--- config.mk ---
export PLATFORM = sky130hd
export DESIGN_NAME = par2ser_sched
export DESIGN_NICKNAME = d
export VERILOG_FILES = /design/src/rtl/par2ser_pkg.sv /design/src/rtl/par2ser_sched_rr_arbiter.sv /design/src/rtl/par2ser_sched.sv
export SDC_FILE = /design/constraint.sdc
export NUM_CORES = 1
export LEC_CHECK = 0
export BUFFER_PORTS_ARGS = -buffer_cell sky130_fd_sc_hd__buf_4
export CORE_ASPECT_RATIO = 0.6
export CORE_UTILIZATION = 45
export CTS_BUF_LIST = sky130_fd_sc_hd__clkbuf_8
export DETAILED_ROUTE_END_ITERATION = 12
export GPL_ROUTABILITY_DRIVEN = 0
export PLACE_DENSITY = 0.72
export SYNTH_ARGS = -nofsm -noshare
export SYNTH_HDL_FRONTEND = slang
export SYNTH_SLANG_ARGS = --single-unit
--- constraint.sdc ---
create_clock -name clk -period 8.6 [get_ports clk]
set_clock_uncertainty 0.05 [all_clocks]
set_input_delay 0.86 -clock clk [delete_from_list [all_inputs] [get_ports clk]]
set_output_delay 0.86 -clock clk [all_outputs]
set_load 0.01 [all_outputs]
--- src/rtl/par2ser_pkg.sv ---
// Shared state encodings and index-width helper for the par2ser scheduler slice.
package par2ser_pkg;

  typedef enum logic [1:0] {
    ST_IDLE  = 2'd0,
    ST_LOAD  = 2'd1,
    ST_SHIFT = 2'd2,
    ST_PAR   = 2'd3
  } state_e;

  // Index width that never collapses to zero bits.
  function automatic int unsigned idx_w(input int unsigned n);
    return (n > 1) ? $clog2(n) : 1;
  endfunction

endpackage

--- src/rtl/par2ser_sched_rr_arbiter.sv ---
// Combinational round-robin pick: first set request after `last`, wrapping.
module rr_arbiter
  import par2ser_pkg::*;
#(
  parameter int unsigned NREQ = 4,
  localparam int unsigned IW = idx_w(NREQ)
) (
  input  logic [NREQ-1:0] req,
  input  logic [IW-1:0]   last,
  output logic [NREQ-1:0] win_oh_c,
  output logic [IW-1:0]   win_idx_c
);

  logic        found;
  int unsigned j;

  always_comb begin
    win_oh_c  = '0;
    win_idx_c = '0;
    found     = 1'b0;
    j         = 0;
    for (int unsigned k = 1; k <= NREQ; k++) begin
      j = (32'(last) + k) % NREQ;
      if (!found && req[j]) begin
        found       = 1'b1;
        win_oh_c[j] = 1'b1;
        win_idx_c   = IW'(j);
      end
    end
  end

endmodule

--- src/rtl/par2ser_sched.sv ---
// Round-robin scheduler sharing one par2ser serializer among NREQ requesters.
// Optional trailing even-parity slot when PAR2SER_SCHED_PARITY_EN is defined.
module par2ser_sched
  import par2ser_pkg::*;
#(
  parameter int unsigned DW   = 8,
  parameter int unsigned NREQ = 4,
  localparam int unsigned IW  = idx_w(NREQ),
  localparam int unsigned BW  = idx_w(DW)
) (
  input  logic              clk,
  input  logic              rst,
  input  logic              en,
  input  logic [NREQ-1:0]   req,
  input  logic [NREQ*DW-1:0] din,
  output logic [NREQ-1:0]   gnt,
  output logic [IW-1:0]     owner,
  output logic              ld,
  output logic [DW-1:0]     ld_data,
  output logic              frame,
  output logic [BW-1:0]     bit_idx,
  output logic              busy,
  output logic              done
`ifdef PAR2SER_SCHED_PARITY_EN
  ,
  output logic              sel_par,
  output logic              par_bit
`endif
);

`ifdef PAR2SER_SCHED_PARITY_EN
  localparam bit PARITY = 1'b1;
`else
  localparam bit PARITY = 1'b0;
`endif

  state_e          state_q, state_d;
  logic [NREQ-1:0] gnt_q, gnt_d;
  logic [IW-1:0]   owner_q, owner_d;
  logic [IW-1:0]   last_q, last_d;
  logic            ld_q, ld_d;
  logic [DW-1:0]   ld_data_q, ld_data_d;
  logic            frame_q, frame_d;
  logic [BW-1:0]   bit_idx_q, bit_idx_d;
  logic            busy_q, busy_d;
  logic            done_q, done_d;
`ifdef PAR2SER_SCHED_PARITY_EN
  logic            sel_par_q, sel_par_d;
  logic            par_bit_q, par_bit_d;
`endif

  logic [NREQ-1:0] win_oh;
  logic [IW-1:0]   win_idx;
  logic            start;
  logic            take_grant;
  logic            end_frame;

  rr_arbiter #(.NREQ(NREQ)) u_arb (
    .req       (req),
    .last      (last_q),
    .win_oh_c  (win_oh),
    .win_idx_c (win_idx)
  );

  assign start = en && (|req);

  // Next-state and registered-output computation.
  always_comb begin
    state_d    = state_q;
    gnt_d      = '0;
    owner_d    = owner_q;
    last_d     = last_q;
    ld_d       = 1'b0;
    ld_data_d  = ld_data_q;
    frame_d    = 1'b0;
    bit_idx_d  = bit_idx_q;
    busy_d     = 1'b0;
    done_d     = 1'b0;
    take_grant = 1'b0;
    end_frame  = 1'b0;
`ifdef PAR2SER_SCHED_PARITY_EN
    sel_par_d  = 1'b0;
    par_bit_d  = 1'b0;
`endif

    case (state_q)
      ST_IDLE: take_grant = start;
      ST_LOAD: begin
        state_d   = ST_SHIFT;
        frame_d   = 1'b1;
        busy_d    = 1'b1;
        bit_idx_d = BW'(DW - 1);
        done_d    = !PARITY && (DW == 1);
      end
      ST_SHIFT: begin
        if (bit_idx_q != '0) begin
          frame_d   = 1'b1;
          busy_d    = 1'b1;
          bit_idx_d = bit_idx_q - BW'(1);
          done_d    = !PARITY && (bit_idx_q == BW'(1));
        end else begin
`ifdef PAR2SER_SCHED_PARITY_EN
          state_d   = ST_PAR;
          frame_d   = 1'b1;
          busy_d    = 1'b1;
          sel_par_d = 1'b1;
          par_bit_d = ^ld_data_q;
          done_d    = 1'b1;
`else
          end_frame = 1'b1;
`endif
        end
      end
      ST_PAR:  end_frame = 1'b1;
      default: state_d = ST_IDLE;
    endcase

    // Last frame cycle re-arbitrates at the same edge so IDLE is skipped.
    if (end_frame) begin
      if (start) take_grant = 1'b1;
      else       state_d    = ST_IDLE;
    end

    if (take_grant) begin
      state_d   = ST_LOAD;
      gnt_d     = win_oh;
      owner_d   = win_idx;
      last_d    = win_idx;
      ld_d      = 1'b1;
      busy_d    = 1'b1;
      ld_data_d = din[32'(win_idx) * DW +: DW];
    end
  end

  always_ff @(posedge clk or posedge rst) begin
    if (rst) begin
      state_q   <= ST_IDLE;
      gnt_q     <= '0;
      owner_q   <= '0;
      last_q    <= IW'(NREQ - 1);
      ld_q      <= 1'b0;
      ld_data_q <= '0;
      frame_q   <= 1'b0;
      bit_idx_q <= '0;
      busy_q    <= 1'b0;
      done_q    <= 1'b0;
`ifdef PAR2SER_SCHED_PARITY_EN
      sel_par_q <= 1'b0;
      par_bit_q <= 1'b0;
`endif
    end else begin
      state_q   <= state_d;
      gnt_q     <= gnt_d;
      owner_q   <= owner_d;
      last_q    <= last_d;
      ld_q      <= ld_d;
      ld_data_q <= ld_data_d;
      frame_q   <= frame_d;
      bit_idx_q <= bit_idx_d;
      busy_q    <= busy_d;
      done_q    <= done_d;
`ifdef PAR2SER_SCHED_PARITY_EN
      sel_par_q <= sel_par_d;
      par_bit_q <= par_bit_d;
`endif
    end
  end

  assign gnt     = gnt_q;
  assign owner   = owner_q;
  assign ld      = ld_q;
  assign ld_data = ld_data_q;
  assign frame   = frame_q;
  assign bit_idx = bit_idx_q;
  assign busy    = busy_q;
  assign done    = done_q;
`ifdef PAR2SER_SCHED_PARITY_EN
  assign sel_par = sel_par_q;
  assign par_bit = par_bit_q;
`endif

endmodule

[Word-level counts from Yosys, hierarchy flattened]
Index checks and enable logic that the tools add are counted.
Storage, ports and cells
  word-level logic and storage cells: 93
  bits in read-only memories: 0
  latch bits: 0
  RAM bits: 0
  memories: 0
  bits in registers: 25
  input bits: 39
Cells by class
  shift-type cells: 1
  reductions and logical operators: 16
  $lt $le $gt $ge: 8
  equal/unequal tests: 5
  $mul: 0
  add/sub/neg operators: 5
  div/mod/pow operators: 0
  bitwise operators: 3
  mux-type cells: 45
Operators by type and width (count)
  $shiftx A32 B6 Y8: 1
  $mux W1: 20
  $mux W4: 5
  $mux W2: 8
  $lt A2 B3 Y1 const B: 4
  $or A4 B4 Y4: 3
  $bmux W1 S2: 4
  $demux W1 S2: 4
  $ge A2 B1 Y1 const B: 4
  $logic_and A1 B1 Y1: 8
  $pmux W3 S2: 1
  $add A2 B1 Y2 const B: 2
  $add A2 B2 Y2 const B: 2
  $eq A2 B2 Y1 const B: 2
  $pmux W1 S2: 2
  $reduce_or A4 Y1: 1
  $eq A3 B1 Y1 const B: 1
  $logic_not A1 Y1: 3
  $mux W3: 1
  $reduce_bool A3 Y1: 1
  $sub A3 B1 Y3 const B: 1
  $eq A2 B1 Y1 const B: 1
  $logic_not A2 Y1: 1
  $ne A2 B2 Y1 const B: 1
  other kinds (2): 2

[Logic depth before layout (Yosys ltp)]
  depth after elaboration: 14
  depth in mapped cells: 13
  gate-level depth less buffers: 9

[By module]
Synthesis repeated with hierarchy kept, for this count alone.
Unflattened totals
  cells, all modules: 153
  area, all modules: 1816.7 sq um
By module, submodules not included
  par2ser_sched: area each 1271.2 sq um, cells an instance 85, times used 1, sequential area each 628.1 sq um
  rr_arbiter: area each 545.5 sq um, cells an instance 68, times used 1, sequential area each 0.0 sq um

[Worst setup path after synthesis]
OpenSTA, ideal clock, no wires.
  path kind: reg-to-reg
  start point: register last_q[1]
  end point: register ld_data_q[0] (netlist: ld_data[0])
  period minus slack after synthesis: 3.355 ns
  arrival time: 3.171 ns
  library setup time: 0.134 ns
  slack: 5.245 ns
  cell stages (with the launch flop): 14
  cell sequence: dfstp_2 clkbuf_1 inv_1 ha_1 clkbuf_1 mux4_2 nor2b_4 buf_6 or4b_4 buf_6 o21a_1 buf_6 mux2i_1 o211ai_1
On the way
  longest elaborated chain between the ends: 14
  elaborated cells between the ends (all ways): 26
RTL lines
  start, declared: line par2ser_sched.sv:40  | logic [IW-1:0] last_q, last_d;
  start signal, assigned: line par2ser_sched.sv:140  | last_q <= IW'(NREQ - 1);
  start signal, assigned: line par2ser_sched.sv:155  | last_q <= last_d;
  $add A2 B1 Y2: line par2ser_sched_rr_arbiter.sv:23  | j = (32'(last) + k) % NREQ;
  $bmux W1 S2: line par2ser_sched_rr_arbiter.sv:24  | if (!found && req[j]) begin
  $mux W1 (implied by the code): line par2ser_sched_rr_arbiter.sv:24
  $mux W1: line par2ser_sched_rr_arbiter.sv:24
  $logic_not A1 Y1: line par2ser_sched_rr_arbiter.sv:24
  $logic_and A1 B1 Y1: line par2ser_sched_rr_arbiter.sv:24
  $mux W1: line par2ser_sched_rr_arbiter.sv:24
  $logic_not A1 Y1: line par2ser_sched_rr_arbiter.sv:24
  $logic_and A1 B1 Y1: line par2ser_sched_rr_arbiter.sv:24
  $mux W1: line par2ser_sched_rr_arbiter.sv:24
  $logic_not A1 Y1: line par2ser_sched_rr_arbiter.sv:24
  $logic_and A1 B1 Y1: line par2ser_sched_rr_arbiter.sv:24
  $mux W2 (*): line par2ser_sched_rr_arbiter.sv:24
  $shiftx A32 B6 Y8 (*): line par2ser_sched.sv:131  | ld_data_d = din[32'(win_idx) * DW +: DW];
  end signal, assigned: line par2ser_sched.sv:157  | ld_data_q <= ld_data_d;
  end, declared: line par2ser_sched.sv:42  | logic [DW-1:0] ld_data_q, ld_data_d;
Every way passes the cells marked *; elsewhere a longest branch is shown, timed or not. The select of a mux whose other input is x is not followed.
A chain may end at the register's enable or synchronous reset.

[Final worst setup path]
  start point: register last_q[0]
  end point: register ld_data_q[3] (netlist: ld_data[3])
Same word-level chain as after synthesis.

==> summary.md <==
| Metric | Value |
|---|---|
| RSZ-0062 raised after global routing | false |
| Power per cell area | 372 nW/µm² |
| R2R Path End | ld_data[3]$_DFFE_PP0P_ |
| Setup CP Type | reg2reg |
| Flops & latches, synth | 25 |
| Routed wire length | 4520 µm |
| Leakage | 1.13 nW |
| Setup_tns | 0 ns |
| Worst Path Required | 8.74 ns |
| Simple-Gate Fraction of Synth Area | 12.7% |
| Sequential share of the synthesized area | 33.2% |
| R2R Setup Slk | 4.98 ns |
| Synth Net Count | 241 |
| Area delta synth->final | 25.4% |
| HPWL after DPL | 3530 µm |
| DR vias/cell | 5.51 |
| Total Die Area | 4480 µm² |
| DR WL/cell | 15.4 µm |
| Fmax | 276 MHz |
| Slew @ Worst Pin | 0.939 ns |
| Hold Path Sink | owner[1]$_DFFE_PP0P_ |
| CTS tree | built |
| Worst Hold Class | reg2reg |
| XOR/XNOR Fraction of Synth Area | 0.925% |
| Gate power share | 66.0% |
| Total power | 0.884 mW |
| Mapped Area | 1890 µm² |
| Post-synth EDFFs | 0 |
| FP Rows | 17 |
| Most used DFF post-synth | dfrtp_1 |
| Clock slew at reported path FFs | 0.09 ns |
| Critical Path Start Type | flop |
| Initial antenna violation count | 0 |
| Final nets | 292 |
| Grt total ovfl | 0 |
| Post-synthesis compound-gate area fraction | 22.5% |
| Hold depth | 1 |
| Post-route ant nets | 0 |
| R2R depth | 7 |
| Max-Cap Viols | 0 |
| Setup-failing EPs final | 0 |
| Via count | 1620 |
| Port bufs | 59 |
| Mux contribution to synthesized area | 14.3% |
| Post-Synthesis Cells | 187 |
| Netlist cell types | 42 |
| Final Hold Viols | 0 |
| Maximum clock path buffer count | 2 |
| VDD IR-drop max | 0.220 mV |
| Antenna diodes | 0 |
| Net Sw Power | 0.397 mW |
| Post-CTS resize count | 0 |
| Async S/R FF share, synth | 100% |
| Crit-path max FO | 22 |
| DR iter-0 viols | 84 |
| Internal power component | 0.488 mW |
| Die Y | 52.2 µm |
| Die Wd | 85.7 µm |
| Clock Power Share | 8.2% |
| Vias in the first global route | 1362 |
| # DRC | 0 |
| Worst r2r src | last_q[0]$_DFFE_PP1P_ |
| Largest family of logic cells by synthesized area | compound AO/OA/AOI/OAI gates |
| Syn avg cell area | 10.1 µm² |
| Pre-antenna DRT Iters | 4 |
| Worst skew pair latency | 0.28 ns |
| Area share of fa/ha/maj cells after synthesis | 9.91% |
| CTS HTree Levels | 1 |
| Final Max Slew Viols | 0 |
| Core Area | 3850 µm² |
| Post-CTS Setup Inserts | 0 |
| CTS sink cnt | 25 |
| Largest net degree at the start of global routing | 26 |
| Ranking of synthesized cells by area | dfrtp_1 30%, ha_1 9.9%, o211ai_1 6.7%, mux2i_1 4.8%, mux2_2 4.8% |
| Num CTS Buffers | 3 |
| Top-count cell post-synth | dfrtp_1 |
| First-pass GRT wire length | 7110 µm |
| Final Critical Period | 3.62 ns |
| Sw Share | 44.9% |
| Fraction of power consumed by sequential logic | 25.8% |
| Synth area leader | dfrtp_1 |
| GRT Util Overall | 21.2% |
| # IOs | 60 |
| Worst rel slew slack | 37.3% |
| Warnings, synthesis | 0 |
| Run status | complete, no violations |
| Initial core utilization | 49.2% |
| Commonest cells in the netlist | 23 x dfrtp_1, 17 x o211ai_1, 15 x ha_1, 15 x nand2_1, 11 x inv_1 |
| Post-CTS Hold Buffers | 0 |
| Part of the cycle the worst path needs | 42.1% |
| Layout cells sized above 1 | 35.0% |
| Clock root buffer master | clkbuf_8 |
| Worst setup EP type | flop |
| Worst hold start | owner[1]$_DFFE_PP0P_ |
| Crit path arrival time | 3.76 ns |
| Yosys top cell area share | 30.4% |
==> worst max path at each step <==
stage                                from                endpoint  slack [ns]  depth (start not counted)
CTS                 last_q[0]$_DFFE_PP1P_  ld_data[4]$_DFFE_PP0P_        5.05                          8
global placement    last_q[0]$_DFFE_PP1P_  ld_data[4]$_DFFE_PP0P_        5.06                          8
detailed placement  last_q[0]$_DFFE_PP1P_  ld_data[4]$_DFFE_PP0P_        5.06                          8
floorplan           last_q[1]$_DFFE_PP1P_  ld_data[0]$_DFFE_PP0P_        5.24                         13
finish              last_q[0]$_DFFE_PP1P_  ld_data[3]$_DFFE_PP0P_        4.98                          7
global route        last_q[0]$_DFFE_PP1P_  ld_data[0]$_DFFE_PP0P_        4.79                          7
==> layout by cell type, fill, tap and decap left out, drive strengths merged, types with 2 or more instances in the layout <==
cell type  count
o21a           2
inv           11
mux2           8
o21ai          2
o211ai        17
o22a           8
clkbuf         3
dfstp          2
nor2          11
ha            15
a221oi         4
buf           59
a22oi          4
xnor2          2
mux4           4
a21oi          4
nor2b          6
nand2         15
nor3           2
nand2b         6
dfrtp         23
a21o           4
mux2i          9
or2            2
==> power by group through the flow <==
stage	clock (mW)	combinational [mW]	sequential (mW)
2_1_floorplan	0	0.441	0.227
3_3_place_gp	0	0.580	0.229
3_5_place_dp	0	0.578	0.231
4_1_cts	0.0738	0.580	0.228
5_1_grt	0.0814	0.641	0.237
6_report	0.0725	0.584	0.228
==> metrics by stage <==
step	setup WS [ns]	cells	utilization, %	hold slack, ns	cell area, µm²
after global routing	4.79	294	61.7	0.465	2370
after CTS	5.05	294	61.7	0.447	2370
after detailed placement	5.06	290	60.4	0.425	2330
after global placement	5.06	290	60.4	0.417	2330
final	4.98	294	61.7	0.444	2370
after floorplan	5.24	187	-	0.466	1890
==> flip-flops by register name, summed over array words and instances (netlist names) <==
name	flops
gnt	4
busy	1
ld	1
ld_data	8
last_q	2
state_q	2
frame	1
done	1
bit_idx	3
owner	2
==> cell families (layout without fill, tap and decap cells) <==
group	after synthesis	in the layout
mux	21	21
compound gates	55	55
fa+ha+maj	15	15
buf+inv	24	74
flops	25	25
simple gates	45	45
xor+xnor	2	2
==> per-layer routing <==
| metal | GRT usage (%) | vias to the layer above | routed length [µm] |
|---|---|---|---|
| li1 | - | 790 | - |
| met1 | 36.4 | 776 | 2430 |
| met2 | 27.1 | 50 | 1790 |
| met3 | 2.68 | 4 | 276 |
| met4 | 3.33 | 0 | 25 |
| met5 | 0 | - | 0 |
==> final cells by class <==
type,instances,area [µm²]
fill,318,1480
multi-input combinational,138,1140
sequential,25,628
timing repair buffer,59,443
tap,57,71.3
clock buffer,3,41.3
inverter,11,41.3
clock inverter,1,7.51
==> critical path, cell delays in order (launching register included) <==
cell      delay (ns)
dfstp_2         0.81
inv_1           0.24
ha_1            0.50
mux4_2          0.49
nor4b_2         0.60
o311a_1         0.45
o211ai_1        0.24
o211ai_1        0.14
No activity file was read; power rests on OpenSTA's default activity.
